--- src/rtl/reaction_ctrl.sv ---
// reaction_ctrl: game sequencer for the DE10-Lite reaction timer.
// Owns the game FSM, pseudo-random start delay, BCD reaction counter,
// score capture and high-score register, and drives the display fields.
module reaction_ctrl #(
    parameter int          DELAY_MIN_MS    = 1000,
    parameter int          DELAY_SPAN_BITS = 12,
    parameter logic [15:0] LFSR_SEED       = 16'hACE1
) (
    input  logic       MAX10_CLK1_50,
    input  logic       rst_n,
    input  logic       tick_1k,
    input  logic [1:0] key_n,
    input  logic       buffs_sw,
    output logic [2:0] state,
    output logic       go_led,
    output logic [3:0] disp_s,
    output logic [3:0] disp_ds,
    output logic [3:0] disp_cs,
    output logic       disp_blank,
    output logic       hi_new,
    output logic       false_start
);

    localparam logic [2:0] HI_SCORE   = 3'b000;
    localparam logic [2:0] DELAYING   = 3'b001;
    localparam logic [2:0] TIMING     = 3'b010;
    localparam logic [2:0] DISPLAYING = 3'b011;
    localparam logic [2:0] GO_BUFFS   = 3'b100;

    localparam logic [11:0] SCORE_MAX = 12'h999;
    localparam logic [15:0] CNT_MAX   = 16'h9999;

    // Key synchronizer and press detection
    logic [1:0] key_s1, key_s2, key_q;
    logic [1:0] press;

    // Keys are two-flop synchronized; key_q holds the previous synced level.
    always_ff @(posedge MAX10_CLK1_50 or negedge rst_n) begin
        if (!rst_n) begin
            key_s1 <= 2'b11;
            key_s2 <= 2'b11;
            key_q  <= 2'b11;
        end else begin
            key_s1 <= key_n;
            key_s2 <= key_s1;
            key_q  <= key_s2;
        end
    end

    // Active-low keys: a press is a high-to-low transition.
    assign press = key_q & ~key_s2;

    // LFSR
    logic [15:0] lfsr;

    // Free-running 16-bit Galois LFSR, x^16+x^14+x^13+x^11.
    always_ff @(posedge MAX10_CLK1_50 or negedge rst_n) begin
        if (!rst_n) lfsr <= LFSR_SEED;
        else        lfsr <= {1'b0, lfsr[15:1]} ^ (lfsr[0] ? 16'hB400 : 16'h0000);
    end

    // Datapath state
    logic [15:0] delay_cnt, nxt_delay;
    logic [15:0] cnt, nxt_cnt, cnt_inc;       // {s, ds, cs, ms} BCD
    logic [11:0] score, nxt_score;
    logic [11:0] hi_score, nxt_hi;
    logic [2:0]  nxt_state;
    logic        nxt_hn, nxt_fs;
    logic        capture;
    logic [11:0] cap_val;
    logic [11:0] nxt_disp;
    logic        nxt_blank;
    logic [15:0] delay_load;

    assign delay_load = 16'(DELAY_MIN_MS) + 16'(lfsr[DELAY_SPAN_BITS-1:0]);

    // Four-digit BCD increment with per-digit 9->0 carry.
    function automatic logic [15:0] bcd_inc(input logic [15:0] v);
        logic [15:0] r;
        logic        c;
        r = v;
        c = 1'b1;
        for (int i = 0; i < 4; i++) begin
            if (c) begin
                if (v[i*4 +: 4] == 4'd9) begin
                    r[i*4 +: 4] = 4'd0;
                end else begin
                    r[i*4 +: 4] = v[i*4 +: 4] + 4'd1;
                    c = 1'b0;
                end
            end
        end
        return r;
    endfunction

    assign cnt_inc = bcd_inc(cnt);

    // Next-state and next-data logic; buffs_sw overrides every other event.
    always_comb begin
        nxt_state = state;
        nxt_delay = delay_cnt;
        nxt_cnt   = cnt;
        nxt_score = score;
        nxt_hi    = hi_score;
        nxt_hn    = hi_new;
        nxt_fs    = false_start;
        capture   = 1'b0;
        cap_val   = cnt[15:4];

        if (buffs_sw) begin
            nxt_state = GO_BUFFS;
        end else begin
            case (state)
                HI_SCORE: begin
                    if (press[0]) begin
                        nxt_state = DELAYING;
                        nxt_delay = delay_load;
                        nxt_fs    = 1'b0;
                        nxt_hn    = 1'b0;
                    end
                end
                DELAYING: begin
                    // An early start press wins over expiry in the same cycle.
                    if (press[0]) begin
                        nxt_state = HI_SCORE;
                        nxt_fs    = 1'b1;
                    end else if (press[1]) begin
                        nxt_state = HI_SCORE;
                    end else if (tick_1k) begin
                        if (delay_cnt == 16'd1) begin
                            nxt_state = TIMING;
                            nxt_cnt   = 16'h0000;
                        end
                        if (delay_cnt != 16'd0) nxt_delay = delay_cnt - 16'd1;
                    end
                end
                TIMING: begin
                    // A stop press alongside a tick captures the pre-increment value.
                    if (press[0]) begin
                        capture = 1'b1;
                        cap_val = cnt[15:4];
                    end else if (tick_1k && cnt != CNT_MAX) begin
                        nxt_cnt = cnt_inc;
                        if (cnt_inc == CNT_MAX) begin
                            capture = 1'b1;
                            cap_val = SCORE_MAX;
                        end
                    end
                end
                DISPLAYING: begin
                    if (press[1]) begin
                        nxt_state = HI_SCORE;
                    end else if (press[0]) begin
                        nxt_state = DELAYING;
                        nxt_delay = delay_load;
                        nxt_fs    = 1'b0;
                        nxt_hn    = 1'b0;
                    end
                end
                GO_BUFFS: begin
                    nxt_state = HI_SCORE;
                end
                default: begin
                    nxt_state = HI_SCORE;
                end
            endcase

            if (capture) begin
                nxt_state = DISPLAYING;
                nxt_score = cap_val;
                if (cap_val < hi_score) begin
                    nxt_hi = cap_val;
                    nxt_hn = 1'b1;
                end
            end
        end
    end

    // Display selection from the next state so outputs are valid on entry.
    always_comb begin
        nxt_disp  = 12'h000;
        nxt_blank = 1'b0;
        case (nxt_state)
            HI_SCORE:   nxt_disp = nxt_hi;
            DELAYING:   nxt_blank = 1'b1;
            TIMING:     nxt_disp = nxt_cnt[15:4];
            DISPLAYING: nxt_disp = nxt_score;
            default:    nxt_blank = 1'b1;
        endcase
    end

    // Register FSM, datapath and outputs together.
    always_ff @(posedge MAX10_CLK1_50 or negedge rst_n) begin
        if (!rst_n) begin
            state       <= HI_SCORE;
            delay_cnt   <= 16'd0;
            cnt         <= 16'h0000;
            score       <= SCORE_MAX;
            hi_score    <= SCORE_MAX;
            hi_new      <= 1'b0;
            false_start <= 1'b0;
            go_led      <= 1'b0;
            disp_s      <= 4'd9;
            disp_ds     <= 4'd9;
            disp_cs     <= 4'd9;
            disp_blank  <= 1'b0;
        end else begin
            state       <= nxt_state;
            delay_cnt   <= nxt_delay;
            cnt         <= nxt_cnt;
            score       <= nxt_score;
            hi_score    <= nxt_hi;
            hi_new      <= nxt_hn;
            false_start <= nxt_fs;
            go_led      <= (nxt_state == TIMING);
            disp_s      <= nxt_disp[11:8];
            disp_ds     <= nxt_disp[7:4];
            disp_cs     <= nxt_disp[3:0];
            disp_blank  <= nxt_blank;
        end
    end

endmodule
--- config.mk ---
export PLATFORM = sky130hd
export DESIGN_NAME = reaction_ctrl
export DESIGN_NICKNAME = d
export VERILOG_FILES = /design/src/rtl/reaction_ctrl.sv
export SDC_FILE = /design/constraint.sdc
export NUM_CORES = 1
export LEC_CHECK = 0
export BUFFER_PORTS_ARGS = -buffer_cell sky130_fd_sc_hd__buf_2
export CELL_PAD_IN_SITES_DETAIL_PLACEMENT = 1
export CELL_PAD_IN_SITES_GLOBAL_PLACEMENT = 2
export CORE_MARGIN = 2
export CORE_UTILIZATION = 43
export DETAILED_ROUTE_END_ITERATION = 16
export PLACE_DENSITY_LB_ADDON = 0.1
export SKIP_CTS_REPAIR_TIMING = 1
export SLEW_MARGIN = 20
export SYNTH_ARGS = -nofsm -noshare
export SYNTH_HDL_FRONTEND = slang
export SYNTH_SLANG_ARGS = --single-unit
export TNS_END_PERCENT = 1
--- constraint.sdc ---
create_clock -name MAX10_CLK1_50 -period 7.77 [get_ports MAX10_CLK1_50]
set_clock_uncertainty 0.15 [all_clocks]
set_input_delay 0.3885 -clock MAX10_CLK1_50 [delete_from_list [all_inputs] [get_ports MAX10_CLK1_50]]
set_output_delay 0.3885 -clock MAX10_CLK1_50 [all_outputs]
set_load 0.05 [all_outputs]
==> flow_summary.json, run 1 <==
{
  "worst_ep_required_time_ns": 7.91,
  "synth-seq-cells": 97,
  "final.period_utilization": 0.4457,
  "clk_path_buf_depth": 2,
  "cts.htree.levels": 3,
  "drive_above_1_share": 0.1755,
  "antenna_found_initial": 0,
  "cts_root_buf": "clkbuf_16",
  "power.density_mw_per_mm2": 196.5,
  "avgSynthCellArea_sq_um": 9.864,
  "p_total_mw": 1.100,
  "grt_max_degree": 75,
  "drv_slew": 0,
  "critPathMaxFanout": 29,
  "die_h_microns": 112.9,
  "synth_commonest_cells": "65 x dfrtp_1, 41 x nor2_1, 39 x nand2_1, 39 x o21ai_0, 32 x dfstp_2",
  "syn_nets": 537,
  "cts_tree": "done",
  "vias_per_cell": 5.810,
  "clock_latency_ns": 0.37,
  "die_area_sq_mm": 0.01275,
  "drc": 3,
  "start_kind": "register",
  "avgRoutedWirePerCell_microns": 20.23,
  "initial_core_util": 0.4429,
  "vias": 3910,
  "path_class": "reg2reg",
  "fillCellCount": 1293,
  "postSynthCellCount": 517,
  "grt_pass1_wl_mm": 22.91,
  "grt_pass1_vias": 4138,
  "drt_iter0_markers": 229,
  "seq_area_frac_synth": 0.4838,
  "place.gp.congestion": 0.8557,
  "final_util": 0.4861,
  "fp.dieW_microns": 112.9,
  "core-area_sq_mm": 0.01152,
  "clk_pin_slew_ns": 0.07,
  "violations": "DRC",
  "hold_violations": 0,
  "wl_mm": 13.62,
  "tightest_slew_ns": 0.9483,
  "post-synth-top-count-cell": "dfrtp_1",
  "synth_edf_count": 0,
  "hpwl_mm": 9.361,
  "status": "finished, violations left",
  "final_antenna_net_count": 0,
  "diodes": 0,
  "post_synth_num_cell_types": 63,
  "synth.top_cell.area_share": 0.3189,
  "clock.fmax_mhz": 288.8,
  "cts_sinks": 97,
  "grt.overflow.total": 0,
  "syn_area_sq_mm": 0.005100,
  "port_buffers": 24,
  "dr.pass1.iters": 10,
  "maxCapViolCount": 0,
  "syn_to_final_growth_pct": 9.765,
  "arrival_ns": 3.60,
  "grt_usage": 0.2324,
  "yosysWarnings": 0,
  "p_leak_nw": 2.546,
  "crit_path_end_kind": "register",
  "async_reset_ff_frac": 1.000,
  "io_pins": 25,
  "fin_setup_tns_ns": 0,
  "regToRegSetupSlack_ns": 4.31,
  "fin_nets": 545,
  "yosys.area.top_type": "dfrtp_1",
  "cts_buffers": 9,
  "ir_worst_vdd_uv": 126.9,
  "setup_viol": 0,
  "multi_input_area_sq_mm": 0.002352,
  "synth_area_leaders": "dfrtp_1 32%, dfstp_2 16%, o21ai_0 3.8%",
  "synth-main-ff-cell": "dfrtp_1",
  "relSlewSlack": 0.3678,
  "seq_area_sq_mm": 0.002467,
  "placementRows": 39,
  "hold_path.class": "in2reg",
  "fin_crit_ns": 3.463,
  "rsz0062_at_grt": "false"
}
## cell type report
type | count | area share
Multi-Input combinational cell | 354 | 0.4202
Inverter | 30 | 0.02012
Timing Repair Buffer | 33 | 0.03532
Tap cell | 143 | 0.03196
Clock buffer | 9 | 0.04023
Clock inverter | 7 | 0.01140
Sequential cell | 97 | 0.4408
## flip-flops by register name (all words and copies together) (netlist names), 2 cells and up
register,count
key_s1,2
lfsr,16
state,3
disp_s,4
hi_score,12
disp_ds,4
score,12
cnt,16
delay_cnt,16
disp_cs,4
key_s2,2
key_q,2
## critical path: stages, from the launching register on
cell and delay [ns]:
dfrtp_1 0.51, nor3b_1 0.63, nand4_1 0.31, o211ai_1 0.33
nand4_1 0.18, a211o_4 0.55, nor2_8 0.36, mux2_1 0.36
## cell families (layout without fill, tap and decap cells)
logic type               Yosys count  after routing  synth area share
XOR/XNOR                          14             14           0.02404
flip-flops                        97             97            0.4838
multiplexers                      14             14           0.02797
AO/OA/AOI/OAI                    157            157            0.2061
adder cells (fa/ha/maj)           14             14           0.03435
AND/OR/NAND/NOR                  155            155            0.1666
buffers and inverters             66             79           0.05716
## layer usage
layer / global-route usage / wire, microns / part of all wire / up-vias
met4: 0.06098 / 163 / 0.012 / 0
met1: 0.3474 / 6990 / 0.51 / 1971
li1: - / - / - / 1873
met2: 0.3438 / 5945 / 0.44 / 54
met5: 0 / 0 / 0 / -
met3: 0.05088 / 520 / 0.038 / 12
## through the flow
step                      instances  hold WS (ns)  setup slack, ns  area (sq um)
after floorplan                 517      -0.05709            4.860          5100
after global placement          654        0.1450            4.426          5273
after detailed placement        654        0.1521            4.276          5273
after CTS                       670       -0.2438            4.260          5562
after global routing            673       0.09869            4.115          5598
final                           673        0.1055            4.307          5598
## path summary, 6_finish.rpt
check,from,end,cells past startpoint
hold / removal,buffs_sw,state[2]$_DFF_PN0_,1
max in group asynchronous,rst_n,hi_score[5]$_DFF_PN0_,3
min in group asynchronous,rst_n,delay_cnt[8]$_DFFE_PN0P_,2
setup reg to reg,cnt[5]$_DFF_PN0_,hi_score[0]$_DFF_PN1_,7
setup / recovery,cnt[5]$_DFF_PN0_,hi_score[0]$_DFF_PN1_,7
hold reg to reg,key_s1[1]$_DFF_PN1_,key_s2[1]$_DFF_PN1_,0
## layout by cell type (no fill, tap or decap), drive strengths merged, types with 7 or more instances in the layout
cell type and count:
xor2 10, nand2b 8, a21oi 28, dfstp 32, o211ai 7, mux2i 12, nor4 7, a21o 16
a22o 10, o21ai 43, a211o 12, inv 37, buf 30, dfrtp 65, ha 14, nand4 11
clkbuf 9, nor3 11, nand2 39, nor2 43
## power by group
group,switching [mW],internal [mW]
sequential,0.0224,0.531
combinational,0.0664,0.0310
clock,0.223,0.227
total,0.312,0.788
Note: power is estimated with default switching activity, not from simulation.
==> run 2, diff against run 1 <==
CORE_UTILIZATION = 40   (was 43)
clock period = 3.4 ns   (was 7.77 ns; I/O delays follow)
==> run 2 against run 1 <==
  * The flow now finishes without violations
  * Global-route usage decreased by 1.9 points
  * Final cell count increased by 6.4%
  * Worst hold slack improved by 0.096 ns
  * Clock power increased by 130%
  * Largest power group unchanged
==> flow_summary.json, run 2 (synthesized netlist as in run 1, its figures left out) <==
{
  "status": "finished clean",
  "maxCapViolCount": 0,
  "rr_startpoint": "cnt[5]$_DFF_PN0_",
  "start_kind": "register",
  "port_buffers": 24,
  "clkPwrFrac": 0.413,
  "fin_nets": 559,
  "path_class": "reg2reg",
  "syn_to_final_growth_pct": 12.93,
  "place.gp.congestion": 0.8418,
  "rr_worst_depth": 8,
  "switchingPower_mw": 0.6721,
  "setup_viol": 0,
  "vias_per_cell": 5.587,
  "switching_share": 0.2648,
  "drc": 0,
  "arrival_ns": 3.16,
  "rr_endpoint": "hi_score[8]$_DFF_PN1_",
  "clk_pin_slew_ns": 0.07,
  "fp.dieW_microns": 116.9,
  "startpoint": "cnt[5]$_DFF_PN0_",
  "diodes": 0,
  "drt_iter0_markers": 244,
  "grt_use_met2": 0.3260,
  "seq_power_share": 0.496,
  "ir_worst_vdd_uv": 239.8,
  "cpMaxStageDelayCell": "dfrtp_1",
  "fillCellCount": 1446,
  "power.density_mw_per_mm2": 440.7,
  "top_regs": "cnt (16), delay_cnt (16), lfsr (16)",
  "hold_path.class": "in2async",
  "clock_latency_ns": 0.36,
  "cts.htree.levels": 3,
  "seq_area_sq_mm": 0.002467,
  "hpwl_mm": 9.532,
  "regToRegSetupSlack_ns": 0.37,
  "cts_root_buf": "clkbuf_16",
  "grt_use_met3": 0.02832,
  "drive_above_1_share": 0.1949,
  "mostFrequentLayoutCell": "dfrtp_1",
  "placementRows": 41,
  "cts_buffers": 9,
  "drv_slew": 0,
  "antenna_found_initial": 0,
  "internal_power_mw": 1.866,
  "io_pins": 25,
  "whs_ns": 0.2019,
  "fin_crit_ns": 3.034,
  "grt_pass1_wl_mm": 22.06,
  "grt_max_degree": 55,
  "cts_sinks": 97,
  "hold_violations": 0,
  "crit_path_end_kind": "register",
  "critPathMaxFanout": 11,
  "dr.pass1.iters": 4,
  "final_area_sq_mm": 0.005759,
  "clock.fmax_mhz": 329.6,
  "wl_mm": 13.48,
  "multi_input_area_sq_mm": 0.002346,
  "core-area_sq_mm": 0.01252,
  "grt_use_met1": 0.3112,
  "tightest_slew_ns": 0.6583,
  "crit_chain": "or3b_4 -> nor4_4 -> nand2_1 -> o221a_2 -> a211o_4 -> nor2_8 -> buf_4 -> mux2i_1",
  "fin_setup_tns_ns": 0,
  "final.period_utilization": 0.8924,
  "top_usage_layer": "met2",
  "final_cell_mix": "65 x dfrtp_1, 41 x nor2_1, 39 x nand2_1, 39 x o21ai_0, 32 x dfstp_2",
  "die_area_sq_mm": 0.01367,
  "final_antenna_net_count": 0,
  "power_frac_comb": 0.090,
  "grt.overflow.total": 0,
  "relSlewSlack": 0.5600,
  "worst_ep_required_time_ns": 3.52,
  "clk_path_buf_depth": 2,
  "dpl_cell_area_sq_mm": 0.005419,
  "cpPeakStageDelay_ns": 0.49,
  "avgRoutedWirePerCell_microns": 18.82,
  "p_leak_nw": 2.630,
  "grt_usage": 0.2137,
  "cts_tree": "done",
  "initial_core_util": 0.4074,
  "rsz0062_at_grt": "false",
  "vias": 4000,
  "final_util": 0.4601,
  "grt_pass1_vias": 4106,
  "die_h_microns": 116.9
}
-- run 2: cell count changes in the layout (fill, tap and decap cells not counted), sizes merged --
cell,previous run,this run
dlygate4sd3,3,4
inv,37,33
bufinv,0,1
clkinv,0,3
buf,30,43
-- run 2: layout make-up --
cell class	count	area share
clock buffers	9	0.03910
clock inverters	7	0.01303
inverters	30	0.01955
multi-input cells	354	0.4073
flip-flops and latches	97	0.4284
well taps	172	0.03737
repair buffers	47	0.05518
-- run 2: critical path: cells and delay by family, from the launching register on --
kind | cells | cell delay, ns
buffers and inverters | 1 | 0.20
DFF | 1 | 0.49
and+or+nand+nor | 4 | 1.24
AOI/OAI and AO/OA | 2 | 0.65
muxes | 1 | 0.22
-- run 2: power groups by stage --
stage	clock, mW	sequential (mW)	combinational [mW]
final	1.05	1.26	0.230
after detailed placement	0	1.28	0.228
after global routing	1.13	1.27	0.254
after CTS	1.08	1.26	0.229
after floorplan	0	1.31	0.107
after global placement	0	1.28	0.220
-- run 2: per-stage QoR --
stage	total power, mW	std cells	setup slack, ns
6_report	2.538	716	0.3657
5_1_grt	2.649	716	0.1778
4_1_cts	2.566	712	0.3332
3_5_place_dp	1.508	696	0.3462
3_3_place_gp	1.500	696	0.4954
2_1_floorplan	1.419	517	0.4904
-- run 2: worst max path at each step --
stage | to | depth (start not counted)
after floorplan | hi_score[0]$_DFF_PN1_ | 9
after global placement | hi_score[7]$_DFF_PN1_ | 8
after detailed placement | hi_score[8]$_DFF_PN1_ | 8
after CTS | hi_score[8]$_DFF_PN1_ | 8
after global routing | hi_score[8]$_DFF_PN1_ | 8
final | hi_score[8]$_DFF_PN1_ | 8
-- run 2: per-layer routing --
layer | share of wire | vias up
li1 | - | 1900
met1 | 0.51 | 2037
met2 | 0.45 | 51
met3 | 0.024 | 12
met4 | 0.017 | 0
met5 | 0 | -
